**config.mk**
```make
export PLATFORM = sky130hd
export DESIGN_NAME = bit_reg_arbiter_flat
export DESIGN_NICKNAME = d
export VERILOG_FILES = /design/src/rtl/bit_reg_arbiter_pkg.sv /design/src/rtl/bit_reg_arbiter_if.sv /design/src/rtl/bit_reg_arb_pick.sv /design/src/rtl/bit_reg_arbiter.sv /design/src/flat_wrapper.sv
export SDC_FILE = /design/constraint.sdc
export NUM_CORES = 1
export LEC_CHECK = 0
export CORE_MARGIN = 2
export CORE_UTILIZATION = 36
export CTS_BUF_LIST = sky130_fd_sc_hd__clkbuf_4 sky130_fd_sc_hd__clkbuf_8 sky130_fd_sc_hd__clkbuf_16
export CTS_CLUSTER_DIAMETER = 120
export DETAILED_ROUTE_END_ITERATION = 16
export HOLD_SLACK_MARGIN = 0.08
export PLACE_DENSITY = 0.81
export SLEW_MARGIN = 15
export SYNTH_ARGS = -nofsm -noshare
export SYNTH_HDL_FRONTEND = slang
export SYNTH_SLANG_ARGS = --single-unit
```
**constraint.sdc**
```tcl
create_clock -name clk -period 2.2 [get_ports clk]
set_input_delay 0.33 -clock clk [delete_from_list [all_inputs] [get_ports clk]]
set_output_delay 0.33 -clock clk [all_outputs]
set_load 0.01 [all_outputs]
```
**src/rtl/bit_reg_arbiter_pkg.sv**
```systemverilog
// Shared types and constants for the bit-register write arbiter.
// The arbitration policy is selected by the BITREG_ARB_RR_EN macro in bit_reg_arb_pick.
package bit_reg_arbiter_pkg;

  localparam int BITREG_SEL_W = 3;

  typedef enum logic [1:0] {
    IDLE  = 2'd0,
    WRITE = 2'd1,
    ACK   = 2'd2
  } arb_state_t;

  typedef enum logic {
    REQ_A = 1'b0,
    REQ_B = 1'b1
  } req_id_t;

  function automatic req_id_t other_id(input req_id_t id);
    return (id == REQ_A) ? REQ_B : REQ_A;
  endfunction

endpackage

```
**src/rtl/bit_reg_arbiter_if.sv**
```systemverilog
// Bundle of the two requester handshakes, write-protect mask, error flag
// and demux drive lines shared between the arbiter and its environment.
interface bit_reg_arbiter_if
  import bit_reg_arbiter_pkg::*;
#(
  parameter int SEL_W = BITREG_SEL_W
);

  logic                    a_req;
  logic [SEL_W-1:0]        a_sel;
  logic                    a_data;
  logic                    a_ack;

  logic                    b_req;
  logic [SEL_W-1:0]        b_sel;
  logic                    b_data;
  logic                    b_ack;

  logic [(2**SEL_W)-1:0]   wp_mask;
  logic                    err;

  logic [SEL_W-1:0]        dmx_sel;
  logic                    dmx_in;
  logic                    dmx_we;
  logic                    busy;

  // The arbiter block itself
  modport slave (
    input  a_req, a_sel, a_data,
    input  b_req, b_sel, b_data,
    input  wp_mask,
    output a_ack, b_ack, err,
    output dmx_sel, dmx_in, dmx_we, busy
  );

  // Requesters plus the external demux, seen from outside the arbiter
  modport master (
    output a_req, a_sel, a_data,
    output b_req, b_sel, b_data,
    output wp_mask,
    input  a_ack, b_ack, err,
    input  dmx_sel, dmx_in, dmx_we, busy
  );

endinterface

```
**src/rtl/bit_reg_arb_pick.sv**
```systemverilog
// Combinational 2-way arbiter. BITREG_ARB_RR_EN defined: alternate on conflict
// using the last grant; undefined: fixed priority, A always wins.
module bit_reg_arb_pick
  import bit_reg_arbiter_pkg::*;
(
  input  logic    req_a,
  input  logic    req_b,
  input  req_id_t last,
  output req_id_t grant_id,
  output logic    valid
);

`ifdef BITREG_ARB_RR_EN
  always_comb begin
    valid    = req_a | req_b;
    grant_id = REQ_A;
    if (req_a && req_b) begin
      grant_id = other_id(last);
    end else if (req_b) begin
      grant_id = REQ_B;
    end
  end
`else
  // History is irrelevant under fixed priority
  logic unused_last;
  assign unused_last = last;

  always_comb begin
    valid    = req_a | req_b;
    grant_id = REQ_A;
    if (!req_a && req_b) begin
      grant_id = REQ_B;
    end
  end
`endif

endmodule

```
**src/rtl/bit_reg_arbiter.sv**
```systemverilog
// Arbitrates single-bit writes from two requesters onto an external bit-register
// demux, honouring a per-bit write-protect mask. Policy set by BITREG_ARB_RR_EN.
module bit_reg_arbiter
  import bit_reg_arbiter_pkg::*;
#(
  parameter int SEL_W = BITREG_SEL_W
)(
  input  logic               clk,
  input  logic               rst,
  bit_reg_arbiter_if.slave   bus
);

  arb_state_t        state;
  req_id_t           last_grant;
  req_id_t           lat_id;
  logic              lat_prot;

  logic [SEL_W-1:0]  dmx_sel_q;
  logic              dmx_in_q;
  logic              dmx_we_q;
  logic              a_ack_q;
  logic              b_ack_q;
  logic              err_q;
  logic              busy_q;

  req_id_t           pick_id;
  logic              pick_valid;
  logic [SEL_W-1:0]  win_sel;
  logic              win_data;

  bit_reg_arb_pick u_pick (
    .req_a    (bus.a_req),
    .req_b    (bus.b_req),
    .last     (last_grant),
    .grant_id (pick_id),
    .valid    (pick_valid)
  );

  assign win_sel  = (pick_id == REQ_A) ? bus.a_sel  : bus.b_sel;
  assign win_data = (pick_id == REQ_A) ? bus.a_data : bus.b_data;

  // The demux select/data registers double as the latched request, so they
  // naturally hold their value after the write completes.
  always_ff @(posedge clk) begin
    if (rst) begin
      state      <= IDLE;
      last_grant <= REQ_B;
      lat_id     <= REQ_A;
      lat_prot   <= 1'b0;
      dmx_sel_q  <= '0;
      dmx_in_q   <= 1'b0;
      dmx_we_q   <= 1'b0;
      a_ack_q    <= 1'b0;
      b_ack_q    <= 1'b0;
      err_q      <= 1'b0;
      busy_q     <= 1'b0;
    end else begin
      dmx_we_q <= 1'b0;
      a_ack_q  <= 1'b0;
      b_ack_q  <= 1'b0;
      err_q    <= 1'b0;
      unique case (state)
        IDLE: begin
          if (pick_valid) begin
            state      <= WRITE;
            busy_q     <= 1'b1;
            last_grant <= pick_id;
            lat_id     <= pick_id;
            lat_prot   <= bus.wp_mask[win_sel];
            dmx_sel_q  <= win_sel;
            dmx_in_q   <= win_data;
            dmx_we_q   <= ~bus.wp_mask[win_sel];
          end
        end
        WRITE: begin
          state   <= ACK;
          a_ack_q <= (lat_id == REQ_A);
          b_ack_q <= (lat_id == REQ_B);
          err_q   <= lat_prot;
        end
        ACK: begin
          state  <= IDLE;
          busy_q <= 1'b0;
        end
        default: begin
          state  <= IDLE;
          busy_q <= 1'b0;
        end
      endcase
    end
  end

  assign bus.dmx_sel = dmx_sel_q;
  assign bus.dmx_in  = dmx_in_q;
  assign bus.dmx_we  = dmx_we_q;
  assign bus.a_ack   = a_ack_q;
  assign bus.b_ack   = b_ack_q;
  assign bus.err     = err_q;
  assign bus.busy    = busy_q;

endmodule
```
**src/flat_wrapper.sv**
```systemverilog
// flat-port wrapper written by rule: the top's interface ports become plain ports
module bit_reg_arbiter_flat import bit_reg_arbiter_pkg::*;
#(
  parameter int SEL_W = BITREG_SEL_W
)
  (clk, rst, bus_a_req, bus_a_sel, bus_a_data, bus_b_req, bus_b_sel, bus_b_data, bus_wp_mask, bus_a_ack, bus_b_ack, bus_err, bus_dmx_sel, bus_dmx_in, bus_dmx_we, bus_busy);
  bit_reg_arbiter_if #(.SEL_W(SEL_W)) bus_i ();
  input  logic clk;
  input  logic rst;
  input wire logic [$bits(bus_i.a_req)-1:0] bus_a_req;
  input wire logic [$bits(bus_i.a_sel)-1:0] bus_a_sel;
  input wire logic [$bits(bus_i.a_data)-1:0] bus_a_data;
  input wire logic [$bits(bus_i.b_req)-1:0] bus_b_req;
  input wire logic [$bits(bus_i.b_sel)-1:0] bus_b_sel;
  input wire logic [$bits(bus_i.b_data)-1:0] bus_b_data;
  input wire logic [$bits(bus_i.wp_mask)-1:0] bus_wp_mask;
  output wire logic [$bits(bus_i.a_ack)-1:0] bus_a_ack;
  output wire logic [$bits(bus_i.b_ack)-1:0] bus_b_ack;
  output wire logic [$bits(bus_i.err)-1:0] bus_err;
  output wire logic [$bits(bus_i.dmx_sel)-1:0] bus_dmx_sel;
  output wire logic [$bits(bus_i.dmx_in)-1:0] bus_dmx_in;
  output wire logic [$bits(bus_i.dmx_we)-1:0] bus_dmx_we;
  output wire logic [$bits(bus_i.busy)-1:0] bus_busy;
  assign bus_i.a_req = bus_a_req;
  assign bus_i.a_sel = bus_a_sel;
  assign bus_i.a_data = bus_a_data;
  assign bus_i.b_req = bus_b_req;
  assign bus_i.b_sel = bus_b_sel;
  assign bus_i.b_data = bus_b_data;
  assign bus_i.wp_mask = bus_wp_mask;
  assign bus_a_ack = bus_i.a_ack;
  assign bus_b_ack = bus_i.b_ack;
  assign bus_err = bus_i.err;
  assign bus_dmx_sel = bus_i.dmx_sel;
  assign bus_dmx_in = bus_i.dmx_in;
  assign bus_dmx_we = bus_i.dmx_we;
  assign bus_busy = bus_i.busy;
  bit_reg_arbiter #(.SEL_W(SEL_W)) u_core (.clk(clk), .rst(rst), .bus(bus_i));
endmodule
```
==> summary.md, run 1 <==
| Metric | Value |
|---|---|
| Mapped Area | 538 um^2 |
| Max-slew violations | 0 |
| Final Worst Setup Slack | 328 ps |
| Port bufs | 28 |
| Core area | 1350 um^2 |
| Final Critical Period | 1870 ps |
| CTS Buffer Depth | 2 |
| FF/Latch Area | 260 um^2 |
| Most common cell after layout, fill and taps aside | clkdlybuf4s50_1 |
| Worst slack, placed | 25.1 ps |
| Worst vdd ir | 0.322 mV |
| Register area share after synthesis | 48.4% |
| Synth unique cells | 22 |
| Row count | 13 |
| Final Instance Count excl. Fillers | 103 |
| Crit path kind | in2reg |
| Vias/cell | 5.06 |
| Tcrit/Tclk final | 85.1% |
| Clock share of power | 28.0% |
| Multi-input gate area in the final layout | 270 um^2 |
| Dpl cell area | 871 um^2 |
| Clock transition at path regs | 70 ps |
| Vias | 521 |
| Vias in the first global route | 492 |
| Num CTS Buffers | 3 |
| Logic pwr share | 25.0% |
| Final Skew | 9.07 ps |
| Initial antenna violation count | 0 |
| Total iterations of the first detailed-routing run | 4 |
| Antenna-violating nets left | 0 |
| H-tree levels | 1 |
| Setup TNS | 0 ps |
| Area growth from synthesis to layout | 67.4% |
| Ant diodes | 0 |
| Share of post-route cells with drive strength above 1 | 14.8% |
| Hold Buf Count CTS | 0 |
| Max cap viols | 0 |
| Drt first-iter violations | 8 |
| Fmax | 534 MHz |
| Avg Cell Area, Syn | 10.3 um^2 |
| Total I/O pin count | 29 |
| Detailed Route WL | 1160 um |
| Final Power | 565 uW |
| Switch Pwr | 138 uW |
| Die boundary height | 42.7 um |
| CTS tree | built |
| Crit. End Element | register |
| Nets | 109 |
| Power share of the sequential group | 47.0% |
| TritonCTS Sinks | 13 |
| Slew HR | 75.4% |
| Leak pwr | 0.365 nW |
| Crit Path Max Fanout | 3 |
| Die area | 1820 um^2 |
| FILL cells | 107 |
| Hold Path Class | reg2reg |
| Starting Density | 39.9% |
| Root buffer cell | clkbuf_4 |
| Post-route cell area | 901 um^2 |
| Pin count of the biggest net entering global routing | 11 |
| First-pass GRT wire length | 1960 um |
| Most frequent cells in the layout | 28 x clkdlybuf4s50_1, 13 x dfxtp_1, 10 x nor2_1 |
| Synth Instances | 52 |
| HPWL Detailed | 956 um |
| Grt total ovfl | 0 |
| Yosys reg bits | 13 |
| Clk_lat worst skew | 280 ps |
| Worst Tran Pin Value | 368 ps |
| Die X | 42.7 um |
| Internal power | 427 uW |
| PwrDens | 628 nW/um^2 |
| Sw Ratio | 24.4% |
| Drt wl/cell | 11.3 um |
| Data required time of the worst path | 2420 ps |
| Final Hold Viols | 0 |
| Worst setup SP type | primary input |
| Synth Warn # | 0 |
| Post-CTS sizing | 0 |
| Arrival time worst endpoint | 2090 ps |
| # Post-CTS Setup Buffers | 0 |
| Run status | completed |
| Synth Net Count | 72 |
| RD Place Congestion | 0.746 |
| Cells after DPL | 99 |
| Drc violations | 0 |
| RSZ-0062 raised after global routing | false |
| Final setup violation count | 0 |
| Tot GR Track Use | 14.2% |
cells in the mapped netlist, drive strengths merged:
| cell type | n | area share [%] |
|---|---|---|
| dfxtp | 13 | 48 |
| nor3 | 3 | 3.7 |
| nor2 | 10 | 7.0 |
| nor3b | 1 | 1.4 |
| nor4 | 1 | 1.2 |
| clkbuf | 1 | 0.70 |
| nor2b | 2 | 3.7 |
| and2b | 1 | 1.4 |
| o22ai | 2 | 3.5 |
| mux2i | 3 | 5.6 |
| and2 | 2 | 2.3 |
| nand2b | 1 | 1.2 |
| a22o | 1 | 1.6 |
| a211oi | 3 | 4.2 |
| nand2 | 4 | 2.8 |
| a311oi | 1 | 1.6 |
| inv | 1 | 0.70 |
| mux4 | 2 | 9.1 |
sequential cells by signal, summed over array words and instances (netlist names):
signal              flops
u_core.bus.a_ack        1
u_core.bus.dmx_in       1
u_core.bus.busy         1
u_core.bus.b_ack        1
u_core.bus.dmx_sel      3
u_core.bus.dmx_we       1
u_core.bus.err          1
u_core.lat_id           1
u_core.lat_prot         1
u_core.state            2
worst max-delay path: stages:
cell and delay [ps]:
clkdlybuf4s50_1 480, nor2b_4 150, mux2i_1 180, buf_4 140, mux4_1 550, o22ai_2 120, and2b_1 130
cell type report:
cell class	count	area share, %
timing repair buffer	33	35.3
multi-input combinational	37	30.0
sequential	13	28.9
clock buffer	4	3.33
tap	15	2.08
inverter	1	0.417
power by group through the flow:
stage          sequential [mW]  clock, mW  combinational, mW
6_report                 0.266      0.158              0.141
5_1_grt                  0.269      0.173              0.153
4_1_cts                  0.266      0.164              0.142
3_5_place_dp             0.272          0              0.142
3_3_place_gp             0.271          0              0.140
2_1_floorplan            0.277          0             0.0553
metrics by stage:
stage | utilization (%) | hold WS (ps)
after CTS | 66.7 | 466
after global placement | 64.5 | 433
after global routing | 66.7 | 488
after floorplan | - | 405
final | 66.7 | 457
after detailed placement | 64.5 | 445
path summary, 6_finish.rpt:
| kind | cells past startpoint | from | to | slack, ps |
|---|---|---|---|---|
| worst max-delay path | 7 | bus_b_req | u_core.bus.dmx_we | 330 |
| worst min-delay path | 1 | u_core.lat_prot | u_core.bus.err | 460 |
| worst max register to register | 4 | u_core.state[0] | u_core.bus.dmx_in | 1090 |
| worst min register to register | 1 | u_core.lat_prot | u_core.bus.err | 460 |
cell families (layout without fill, tap and decap cells):
| family | count (synthesis) | count (layout) | synth area share (%) |
|---|---|---|---|
| AND/OR/NAND/NOR | 25 | 25 | 24.7 |
| multiplexers | 5 | 5 | 14.7 |
| AO/OA/AOI/OAI | 7 | 7 | 10.9 |
| flip-flops | 13 | 13 | 48.4 |
| buffers and inverters | 2 | 38 | 1.39 |
metal layers:
| layer | up-vias | wire length [um] | GRT usage [%] |
|---|---|---|---|
| li1 | 261 | - | - |
| met1 | 237 | 475 | 15.6 |
| met2 | 21 | 586 | 25.2 |
| met3 | 2 | 91 | 2.98 |
| met4 | 0 | 9 | 7.50 |
| met5 | - | 0 | 0 |
(Power assumes the default switching activity.)
==> run 2, diff against run 1 <==
==> constraint.sdc (replaced) <==
create_clock -name clk -period 2.2 [get_ports clk]
set_input_delay 0.55 -clock clk [delete_from_list [all_inputs] [get_ports clk]]
set_output_delay 0.55 -clock clk [all_outputs]
set_load 0.01 [all_outputs]
==> run 2 against run 1 <==
  * Fmax down 11%
  * Clock skew is 0.54 ps lower
  * Clock power about the same
  * Sequential share of layout area is 0.24 points lower
==> summary.md, run 2 (same netlist as run 1, synthesis figures left out) <==
| Metric | Value |
|---|---|
| Most common cell after layout, fill and taps aside | clkdlybuf4s50_1 |
| Met1 Resource Use GR | 12.5% |
| Drt wl/cell | 11.1 um |
| Arrival time worst endpoint | 2240 ps |
| HPWL Detailed | 977 um |
| PwrDens | 620 nW/um^2 |
| Most frequent cells in the layout | 28 x clkdlybuf4s50_1, 13 x dfxtp_1, 10 x nor2_1 |
| Final Util | 67.3% |
| Antenna-violating nets left | 0 |
| Tot GR Track Use | 13.9% |
| Vias/cell | 4.95 |
| Root buffer cell | clkbuf_4 |
| CTS Buffer Depth | 2 |
| Die area | 1820 um^2 |
| Port bufs | 28 |
| Die boundary height | 42.7 um |
| Vias | 515 |
| Cells after DPL | 100 |
| Crit Path Max Fanout | 3 |
| Num CTS Buffers | 3 |
| Setup TNS | 0 ps |
| Worst setup SP type | primary input |
| Final Worst Setup Slack | 99.7 ps |
| CP Cell Sequence | clkdlybuf4s50_1, nor2b_4, mux2i_1, buf_4, mux4_1, o22ai_2, nor3_1 |
| Min Hold Slack | 458 ps |
| Met2 GRT Util | 28.5% |
| Clk_lat worst skew | 270 ps |
| Worst slack, placed | -197 ps |
| Worst vdd ir | 0.371 mV |
| Busiest layer in global routing | met2 |
| H-tree levels | 1 |
| Starting Density | 39.9% |
| Area growth from synthesis to layout | 68.8% |
| Final setup violation count | 0 |
| First-pass GRT wire length | 1930 um |
| Grt total ovfl | 0 |
| Crit path largest cell delay | 550 ps |
| Hold Path Class | reg2reg |
| Nets | 110 |
| Ant diodes | 0 |
| Worst Tran Pin Value | 370 ps |
| Largest register FFs | 3 |
| Crit path kind | in2reg |
| # Post-CTS Setup Buffers | 0 |
| Max-slew violations | 0 |
| Max cap viols | 0 |
| Tcrit/Tclk final | 95.5% |
| Vias in the first global route | 532 |
| Slowest-stage cell, CP | mux4_1 |
| Total iterations of the first detailed-routing run | 2 |
| RD Place Congestion | 0.707 |
| Final Critical Period | 2100 ps |
| Run status | completed |
| Final Skew | 8.53 ps |
| Row count | 13 |
| Grt met3 use | 4.26% |
| RSZ-0062 raised after global routing | false |
| Share of post-route cells with drive strength above 1 | 15.7% |
| Drt first-iter violations | 3 |
| Post-CTS sizing | 0 |
| Slew HR | 75.3% |
| Final Hold Viols | 0 |
| Core area | 1350 um^2 |
| TritonCTS Sinks | 13 |
| Die X | 42.7 um |
| Total I/O pin count | 29 |
| Pin count of the biggest net entering global routing | 11 |
| Data required time of the worst path | 2340 ps |
| CTS tree | built |
| Detailed Route WL | 1160 um |
| Hold Buf Count CTS | 0 |
| FILL cells | 122 |
| Clock transition at path regs | 70 ps |
| Crit. End Element | register |
| Drc violations | 0 |
| Fmax | 476 MHz |
| Leak pwr | 0.370 nW |
| Final Instance Count excl. Fillers | 104 |
| Initial antenna violation count | 0 |
==> run 2: changes by cell type in the layout (fill, tap and decap cells not counted) <==
| cell | before | now |
|---|---|---|
| buf_4 | 5 | 6 |
==> run 2: worst max-delay path, delay by kind of cell <==
family,cells,cell delay [ps]
mux,2,730
compound gates,1,120
simple gates,2,220
buf+inv,2,610
==> run 2: final timing paths <==
check | from | to | slack (ps) | depth (start not counted)
worst max-delay path | bus_b_req | u_core.lat_prot | 100 | 7
worst min-delay path | u_core.lat_prot | u_core.bus.err | 460 | 1
worst max register to register | u_core.state[0] | u_core.bus.dmx_in | 1090 | 4
worst min register to register | u_core.lat_prot | u_core.bus.err | 460 | 1
==> run 2: where the power goes <==
part	switching (mW)	internal [mW]	total, mW
clock network	0.0726	0.0824	0.155
registers	0.0106	0.255	0.266
logic	0.0517	0.0912	0.143
==> run 2: final cells by class <==
class / count / area, um^2 / area share, %
sequential: 13 / 260 / 28.7
timing repair buffer: 34 / 325 / 35.8
inverter: 1 / 3.75 / 0.413
clock buffer: 4 / 30.0 / 3.31
tap: 15 / 18.8 / 2.07
multi-input combinational: 37 / 270 / 29.8
==> run 2: through the flow <==
| step | area [um^2] | total power, mW |
|---|---|---|
| 2_1_floorplan | 538 | 0.332 |
| 3_3_place_gp | 878 | 0.413 |
| 3_5_place_dp | 878 | 0.416 |
| 4_1_cts | 908 | 0.573 |
| 5_1_grt | 908 | 0.591 |
| 6_report | 908 | 0.564 |
==> run 2: layer usage <==
metal	up-vias	share of wire (%)
met1	234	40
met2	19	53
li1	260	-
met5	-	0
met4	0	0.78
met3	2	6.3
